--- config.mk ---
export PLATFORM = sky130hd
export DESIGN_NAME = uart_tx_fifo
export DESIGN_NICKNAME = d
export VERILOG_FILES = /design/src/rtl/uart_pkg.sv /design/src/rtl/uart_sync_fifo.sv /design/src/rtl/uart_tx_fifo.sv
export SDC_FILE = /design/constraint.sdc
export NUM_CORES = 1
export LEC_CHECK = 0
export CORE_ASPECT_RATIO = 0.7
export CORE_MARGIN = 4
export CORE_UTILIZATION = 45
export CTS_CLUSTER_SIZE = 20
export DETAILED_ROUTE_END_ITERATION = 10
export DONT_BUFFER_PORTS = 1
export HOLD_SLACK_MARGIN = 0.12
export PLACE_DENSITY_LB_ADDON = 0.3
export SETUP_SLACK_MARGIN = 0.5
export SYNTH_ARGS = -nofsm -noshare
export SYNTH_HDL_FRONTEND = slang
export SYNTH_SLANG_ARGS = --single-unit
--- constraint.sdc ---
create_clock -name clk -period 4.3 [get_ports clk]
set_input_delay 1.075 -clock clk [delete_from_list [all_inputs] [get_ports clk]]
set_output_delay 1.075 -clock clk [all_outputs]
set_load 0.005 [all_outputs]
--- src/rtl/uart_pkg.sv ---
// Shared types and constants for the UART transmitter slice.
package uart_pkg;

   typedef enum logic [2:0] {IDLE, START, DATA, PARITY, STOP} tx_state_t;

   localparam int PAR_NONE = 0;
   localparam int PAR_ODD  = 1;
   localparam int PAR_EVEN = 2;

   // Odd parity makes the total count of ones odd, so it is the inverse of the XOR reduction.
   function automatic logic parity_bit(input logic xor_red, input int mode);
      return (mode == PAR_ODD) ? ~xor_red : xor_red;
   endfunction

endpackage

--- src/rtl/uart_sync_fifo.sv ---
// Small synchronous FIFO; the head word is visible combinationally at the read pointer.
module uart_sync_fifo #(
   parameter int WIDTH = 8,
   parameter int DEPTH = 4,
   localparam int AW = $clog2(DEPTH)
) (
   input  logic             clk,
   input  logic             rst,
   input  logic             push_i,
   input  logic [WIDTH-1:0] wdata_i,
   input  logic             pop_i,
   output logic [WIDTH-1:0] rdata_o,
   output logic             full_o,
   output logic             empty_o,
   output logic [AW:0]      level_o
);

   logic [WIDTH-1:0] mem_q [DEPTH];
   logic [AW:0]      wptr_q, rptr_q;
   logic             push_ok, pop_ok;

   assign level_o = wptr_q - rptr_q;
   assign full_o  = (level_o == (AW+1)'(DEPTH));
   assign empty_o = (wptr_q == rptr_q);
   assign rdata_o = mem_q[rptr_q[AW-1:0]];

   // A push into a full FIFO is dropped even when a pop frees a slot on the same edge.
   assign push_ok = push_i & ~full_o;
   assign pop_ok  = pop_i & ~empty_o;

   always_ff @(posedge clk or posedge rst) begin
      if (rst) begin
         wptr_q <= '0;
         rptr_q <= '0;
      end else begin
         if (push_ok) wptr_q <= wptr_q + 1'b1;
         if (pop_ok)  rptr_q <= rptr_q + 1'b1;
      end
   end

   always_ff @(posedge clk) begin
      if (push_ok) mem_q[wptr_q[AW-1:0]] <= wdata_i;
   end

endmodule

--- src/rtl/uart_tx_fifo.sv ---
// UART transmitter with an input FIFO, valid/ready write port and configurable frame format.
//
// state  | meaning
// IDLE   | line at mark, waiting for a queued word
// START  | start bit (0)
// DATA   | payload bits, LSB first
// PARITY | parity bit, only when parity is enabled
// STOP   | stop bit(s) (1); chains into START when more words are queued
module uart_tx_fifo #(
   parameter int CLK_DIV    = 1302,
   parameter int DATA_BITS  = 8,
   parameter int PARITY     = 0,
   parameter int STOP_BITS  = 1,
   parameter int FIFO_DEPTH = 4
) (
   input  logic                          clk,
   input  logic                          rst,
   input  logic [DATA_BITS-1:0]          tx_data,
   input  logic                          tx_valid,
   output logic                          tx_ready,
   output logic                          tx,
   output logic                          busy,
   output logic [$clog2(FIFO_DEPTH):0]   fifo_level
);
   import uart_pkg::*;

   localparam int CW = $clog2(CLK_DIV);
   localparam int BW = $clog2(DATA_BITS);
   localparam logic [CW-1:0] RELOAD    = CW'(CLK_DIV - 1);
   localparam logic [BW-1:0] LAST_DATA = BW'(DATA_BITS - 1);
   localparam logic [BW-1:0] LAST_STOP = BW'(STOP_BITS - 1);
   localparam bit            HAS_PAR   = (PARITY != PAR_NONE);

   tx_state_t            state_q;
   logic [CW-1:0]        baud_q;
   logic [BW-1:0]        bit_q;
   logic [DATA_BITS-1:0] shift_q;
   logic                 par_q;
   logic                 tx_q;

   logic [DATA_BITS-1:0] head;
   logic                 full, empty, pop, baud_tick, par_d;

   uart_sync_fifo #(
      .WIDTH (DATA_BITS),
      .DEPTH (FIFO_DEPTH)
   ) u_fifo (
      .clk     (clk),
      .rst     (rst),
      .push_i  (tx_valid),
      .wdata_i (tx_data),
      .pop_i   (pop),
      .rdata_o (head),
      .full_o  (full),
      .empty_o (empty),
      .level_o (fifo_level)
   );

   assign baud_tick = (baud_q == '0);
   assign par_d     = parity_bit(^head, PARITY);
   assign pop       = ~empty & ((state_q == IDLE) |
                                ((state_q == STOP) & baud_tick & (bit_q == LAST_STOP)));

   assign tx_ready = ~full;
   assign tx       = tx_q;
   assign busy     = (state_q != IDLE) | ~empty;

   // tx_q is the line value for the state held during the previous cycle, so tx trails the FSM by one clock.
   always_ff @(posedge clk or posedge rst) begin
      if (rst) begin
         state_q <= IDLE;
         baud_q  <= '0;
         bit_q   <= '0;
         shift_q <= '0;
         par_q   <= 1'b0;
         tx_q    <= 1'b1;
      end else begin
         case (state_q)
            START:            tx_q <= 1'b0;
            DATA:             tx_q <= shift_q[0];
            uart_pkg::PARITY: tx_q <= par_q;
            default:          tx_q <= 1'b1;
         endcase

         if (state_q != IDLE) baud_q <= baud_tick ? RELOAD : baud_q - 1'b1;

         case (state_q)
            IDLE: begin
               if (pop) begin
                  shift_q <= head;
                  par_q   <= par_d;
                  baud_q  <= RELOAD;
                  state_q <= START;
               end
            end
            START: begin
               if (baud_tick) state_q <= DATA;
            end
            DATA: begin
               if (baud_tick) begin
                  shift_q <= shift_q >> 1;
                  if (bit_q == LAST_DATA) begin
                     bit_q   <= '0;
                     state_q <= HAS_PAR ? uart_pkg::PARITY : STOP;
                  end else begin
                     bit_q <= bit_q + 1'b1;
                  end
               end
            end
            uart_pkg::PARITY: begin
               if (baud_tick) state_q <= STOP;
            end
            STOP: begin
               if (baud_tick) begin
                  if (bit_q == LAST_STOP) begin
                     bit_q <= '0;
                     if (pop) begin
                        shift_q <= head;
                        par_q   <= par_d;
                        state_q <= START;
                     end else begin
                        state_q <= IDLE;
                     end
                  end else begin
                     bit_q <= bit_q + 1'b1;
                  end
               end
            end
            default: state_q <= IDLE;
         endcase
      end
   end

endmodule
# Word level (Yosys, flattened, before mapping)
# Memory sizes are Yosys's and may differ from the RTL's.
# Index checks and enable logic that the tools add are counted.
dict set report word_totals {
  in_bits 11
  reg_bits 33
  rom_bits 0
  latchBits 0
  ram_bits 32
  mem_count 1
}
# memory depth width read_ports rd_ports_with_merged_regs wr line_no
set memory_table {}
lappend memory_table {u_fifo.mem_q 4 8 1 0 1 uart_sync_fifo.sv:18} ;# logic [WIDTH-1:0] mem_q [DEPTH];
dict set report classes {
  mux 30
  shift 0
  order_cmp 0
  multipliers 0
  n_reduce_logical 12
  n_eq_ne 14
  div 0
  addsub 5
  bitwise_logic 9
}
# cell n
set op_table {}
lappend op_table {{$mux 11} 4}
lappend op_table {{$mux 3} 11}
lappend op_table {{$mux 8} 4}
lappend op_table {{$pmux 8 s3} 1}
lappend op_table {{$pmux 3 s5} 1}
lappend op_table {{$logic_not 11->1} 1}
lappend op_table {{$sub 11x1->11 const B} 1}
lappend op_table {{$ne 2x2->1 const B} 5}
lappend op_table {{$add 3x1->3 const B} 3}
lappend op_table {{$eq 3x3->1 const B} 3}
lappend op_table {{$reduce_xor 8->1} 1}
lappend op_table {{$reduce_and 7->1} 1}
lappend op_table {{$eq 3x2->1 const B} 2}
lappend op_table {{$logic_not 3->1} 2}
lappend op_table {{$mux 1} 6}
lappend op_table {{$pmux 3 s2} 1}
lappend op_table {{$reduce_and 3->1} 2}
lappend op_table {{$reduce_bool 3->1} 2}
lappend op_table {{$and 1x1->1} 5}
lappend op_table {{$ne 2x1->1 const B} 2}
lappend op_table {{$reduce_and 4->1} 1}
lappend op_table {{$reduce_bool 2->1} 2}
lappend op_table {{$eq 3x1->1 const B} 1}
lappend op_table {{$eq 3x3->1} 1}
lappend op_table {{5 further kinds} 7}

# Depth between registers and ports, before layout
dict set report logic_depth {
  depth_word 9
  ltp_mapped 8
}

# Hierarchy
# A second synthesis with hierarchy kept.
dict set report unflattened {
  cells_unflattened 303
  hier_area_um2 3527.1
}
# mod cells_each n_inst area_each_um2 seq_area_each_um2
set modules_own_cells {}
lappend modules_own_cells {uart_tx_fifo 214 1 1888.1 676.9}
lappend modules_own_cells {uart_sync_fifo 89 1 1639.1 1111.1}

# Worst setup path before layout
# No wires, ideal clock.
dict set report synth_path {
  path_type {reg-to-output}
  from {register u_fifo.rptr_q[1]}
  to {output port busy}
  t_arrival_ps 1567
  stages_incl_launch_ff 7
  required_ps 3225
  path_slack_ps 1658
  path_cell_list {dfrtp_1 > clkbuf_1 > inv_1 > ha_1 > and3_1 > and2_1 > clkinv_1}
}
dict set report synth_between {
  elab_chain_cells 3
}
# element line_no
set synth_lines {}
lappend synth_lines {{start, declared} uart_sync_fifo.sv:19} ;# logic [AW:0] wptr_q, rptr_q;
lappend synth_lines {{start signal, assigned} uart_sync_fifo.sv:37} ;# if (pop_ok) rptr_q <= rptr_q + 1'b1;
lappend synth_lines {{$eq 3x3->1} uart_sync_fifo.sv:24} ;# assign empty_o = (wptr_q == rptr_q);
lappend synth_lines {{$not 1->1} uart_tx_fifo.sv:66} ;# assign busy = (state_q != IDLE) | ~empty;
lappend synth_lines {{$or 1x1->1} uart_tx_fifo.sv:66}
lappend synth_lines {{end, declared} uart_tx_fifo.sv:22} ;# output logic busy,
# Every way passes these cells.

# Worst setup path in the final report
dict set report layout_path {
  from {register u_fifo.rptr_q[0]}
  to {output port busy}
}
# The elaborated chain is that of the path after synthesis.

==> flow_summary.json <==
{
  "core-area_sq_um": 6370,
  "finalSetupTns_ns": 0,
  "port_buffers": 0,
  "synth_area_sq_um": 3010,
  "cts_resized": 0,
  "whs_ns": 0.489,
  "drt_first_iter_violations": 155,
  "hpwl_microns": 3690,
  "fin_cells": 338,
  "gr-total-overflow": 0,
  "synth-edff-count": 32,
  "layout_setup_ws_ns": 1.08,
  "syn_to_final_growth_pct": 9.16,
  "rsz0062_at_grt": "no",
  "syn_nets": 260,
  "p_clk_frac": 0.207,
  "path_class": "reg2out",
  "cp-start-kind": "flip-flop",
  "clk_latency_ns": 0.34,
  "synth_top_area_frac": 0.320,
  "crit_required_ns": 3.22,
  "ys_ff_latch": 65,
  "pre_cts_ws_ns": 1.43,
  "combPwrFrac": 0.348,
  "dr.pass1.iters": 6,
  "routed_wirelength_microns": 5290,
  "route.detailed.wl_per_inst_microns": 15.7,
  "die_width_microns": 106,
  "die_h_microns": 76.4,
  "vias": 1788,
  "placedInstanceArea_sq_um": 3100,
  "grt_pass1_vias": 1752,
  "irDropWorstVdd_mv": 0.495,
  "slew_headroom": 0.360,
  "intPower_uw": 1470,
  "grt_pass1_wl_microns": 9200,
  "path_clk_slew_ns": 0.08,
  "drv_slew": 0,
  "p_switching_uw": 873,
  "cp.arrival_ns": 2.14,
  "hold_viol": 0,
  "pin_count": 17,
  "cts_setup_buffers": 0,
  "start_util": 0.472,
  "antenna_found_initial": 0,
  "row_count": 24,
  "cp_max_fo": 11,
  "clk_path_buf_depth": 2,
  "cp-end-kind": "primary output",
  "seq_power_share": 0.445,
  "synth_area_leaders": "edfxtp_1 32%, dfrtp_1 27%, mux4_2 6.0%",
  "grt_use_total": 0.145,
  "cts_num_sinks": 65,
  "drc": 0,
  "hold_path.class": "reg2reg",
  "setup_violations": 0,
  "min_period_ns": 3.22,
  "nets": 265,
  "via_per_inst": 5.29,
  "drive_above_1_share": 0.126,
  "gp_congestion": 0.742,
  "period_share": 0.748,
  "max_slew.worst_pin.slew_ns": 0.951,
  "synth_cells": 237,
  "yosysWarnings": 0,
  "yosysTopAreaCell": "edfxtp_1",
  "p_leak_uw": 0.00127,
  "synth_flop_cell": "edfxtp_1",
  "dp.cells": 322,
  "maxCapViolCount": 0,
  "htreeDepth": 3,
  "max_freq_mhz": 311,
  "sw_frac_of_total": 0.373,
  "antenna_left": 0,
  "ctsHoldBuffers": 0,
  "dieArea_sq_um": 8070,
  "final_area_sq_um": 3280,
  "cts_tree": "done",
  "syn_area_per_cell_sq_um": 12.7,
  "numCtsBuffers": 9,
  "power_density_nw_per_um2": 713,
  "async_flop_share": 0.508,
  "cts-root-buf": "clkbuf_8",
  "synth-seq-area-share": 0.595,
  "synth_cell_type_count": 41,
  "clock_skew_ns": 0.00944,
  "antenna_cells": 0,
  "outcome": "complete, no violations",
  "grt_max_degree": 34
}
-- power groups by stage --
stage               clock network (uW)  registers [uW]  logic, uW
global route                       525            1080        918
finish                             485            1040        815
global placement                     0            1050        811
detailed placement                   0            1060        817
floorplan                            0             977        704
CTS                                493            1050        821
-- layout by cell type, fill, tap and decap left out, types with 6 or more instances in the layout --
cell type,count
xnor2_1,14
edfxtp_1,32
o22ai_1,9
nand2_1,7
inv_1,22
clkbuf_8,9
a21oi_1,15
o21ai_0,14
nor3_1,6
mux4_2,8
dfrtp_1,32
ha_1,11
nor2_1,12
-- Yosys cell counts (all sizes together) (5+ instances only) --
master	n
nor2	12
a21oi	15
nand2	7
nand3	5
edfxtp	32
inv	22
nor3	7
ha	11
mux4	8
o21ai	15
o22ai	9
clkbuf	5
xnor2	14
and2	5
dfrtp	32
-- per-layer routing --
layer | share of wire | vias up | GRT usage | routed length, microns
met5 | 0 | - | 0 | 0
met3 | 0.053 | 4 | 0.0390 | 279
li1 | - | 871 | - | -
met4 | 0.0040 | 0 | 0.0388 | 21
met1 | 0.54 | 867 | 0.236 | 2830
met2 | 0.41 | 46 | 0.187 | 2150
-- flip-flops by register name, summed over array words and instances (netlist names) --
name and count:
u_fifo.mem_q 32, baud_q 11, shift_q 8, bit_q 3, state_q 3, u_fifo.rptr_q 3, u_fifo.wptr_q 3, par_q 1
tx 1
-- per-stage QoR --
stage                      util  power, uW
final                     0.516       2340
after global routing      0.516       2520
after CTS                 0.516       2360
after detailed placement  0.487       1870
after global placement    0.487       1860
after floorplan               -       1680
-- layout make-up --
class	instances	area [sq um]
clock inverters	7	58.8
inverters	23	86.3
multi-input cells	142	1100
repair buffers	1	7.51
clock buffers	9	124
well taps	91	114
flip-flops and latches	65	1790
fillers	559	3080
-- worst max-delay path: stages (launching register included) --
cell	delay, ns
dfrtp_1	0.60
ha_1	0.46
and3_1	0.30
and2_1	0.23
clkinv_1	0.22
-- logic make-up (layout without fill, tap and decap cells) --
group | Yosys count | in the layout | share of synthesized area
adders and majority gates | 12 | 12 | 0.0524
muxes | 10 | 10 | 0.0670
xor gates and xnor gates | 16 | 16 | 0.0466
buffers and inverters | 30 | 40 | 0.0383
DFF | 65 | 65 | 0.595
AOI/OAI and AO/OA | 52 | 52 | 0.103
and+or+nand+nor | 52 | 52 | 0.0982
-- worst paths after layout --
check,start,slack (ns),endpoint,cells after the start
worst max-delay path,u_fifo.rptr_q[0],1.08,busy,4
worst min-delay path,u_fifo.rptr_q[2],0.49,u_fifo.rptr_q[2],1
worst max register to register,u_fifo.rptr_q[0],1.51,u_fifo.mem_q[3][5],5
worst min register to register,u_fifo.rptr_q[2],0.49,u_fifo.rptr_q[2],1
max in group asynchronous,rst,3.26,tx,2
min in group asynchronous,rst,0.71,shift_q[1],2
Power figures use the tool's default switching activity.
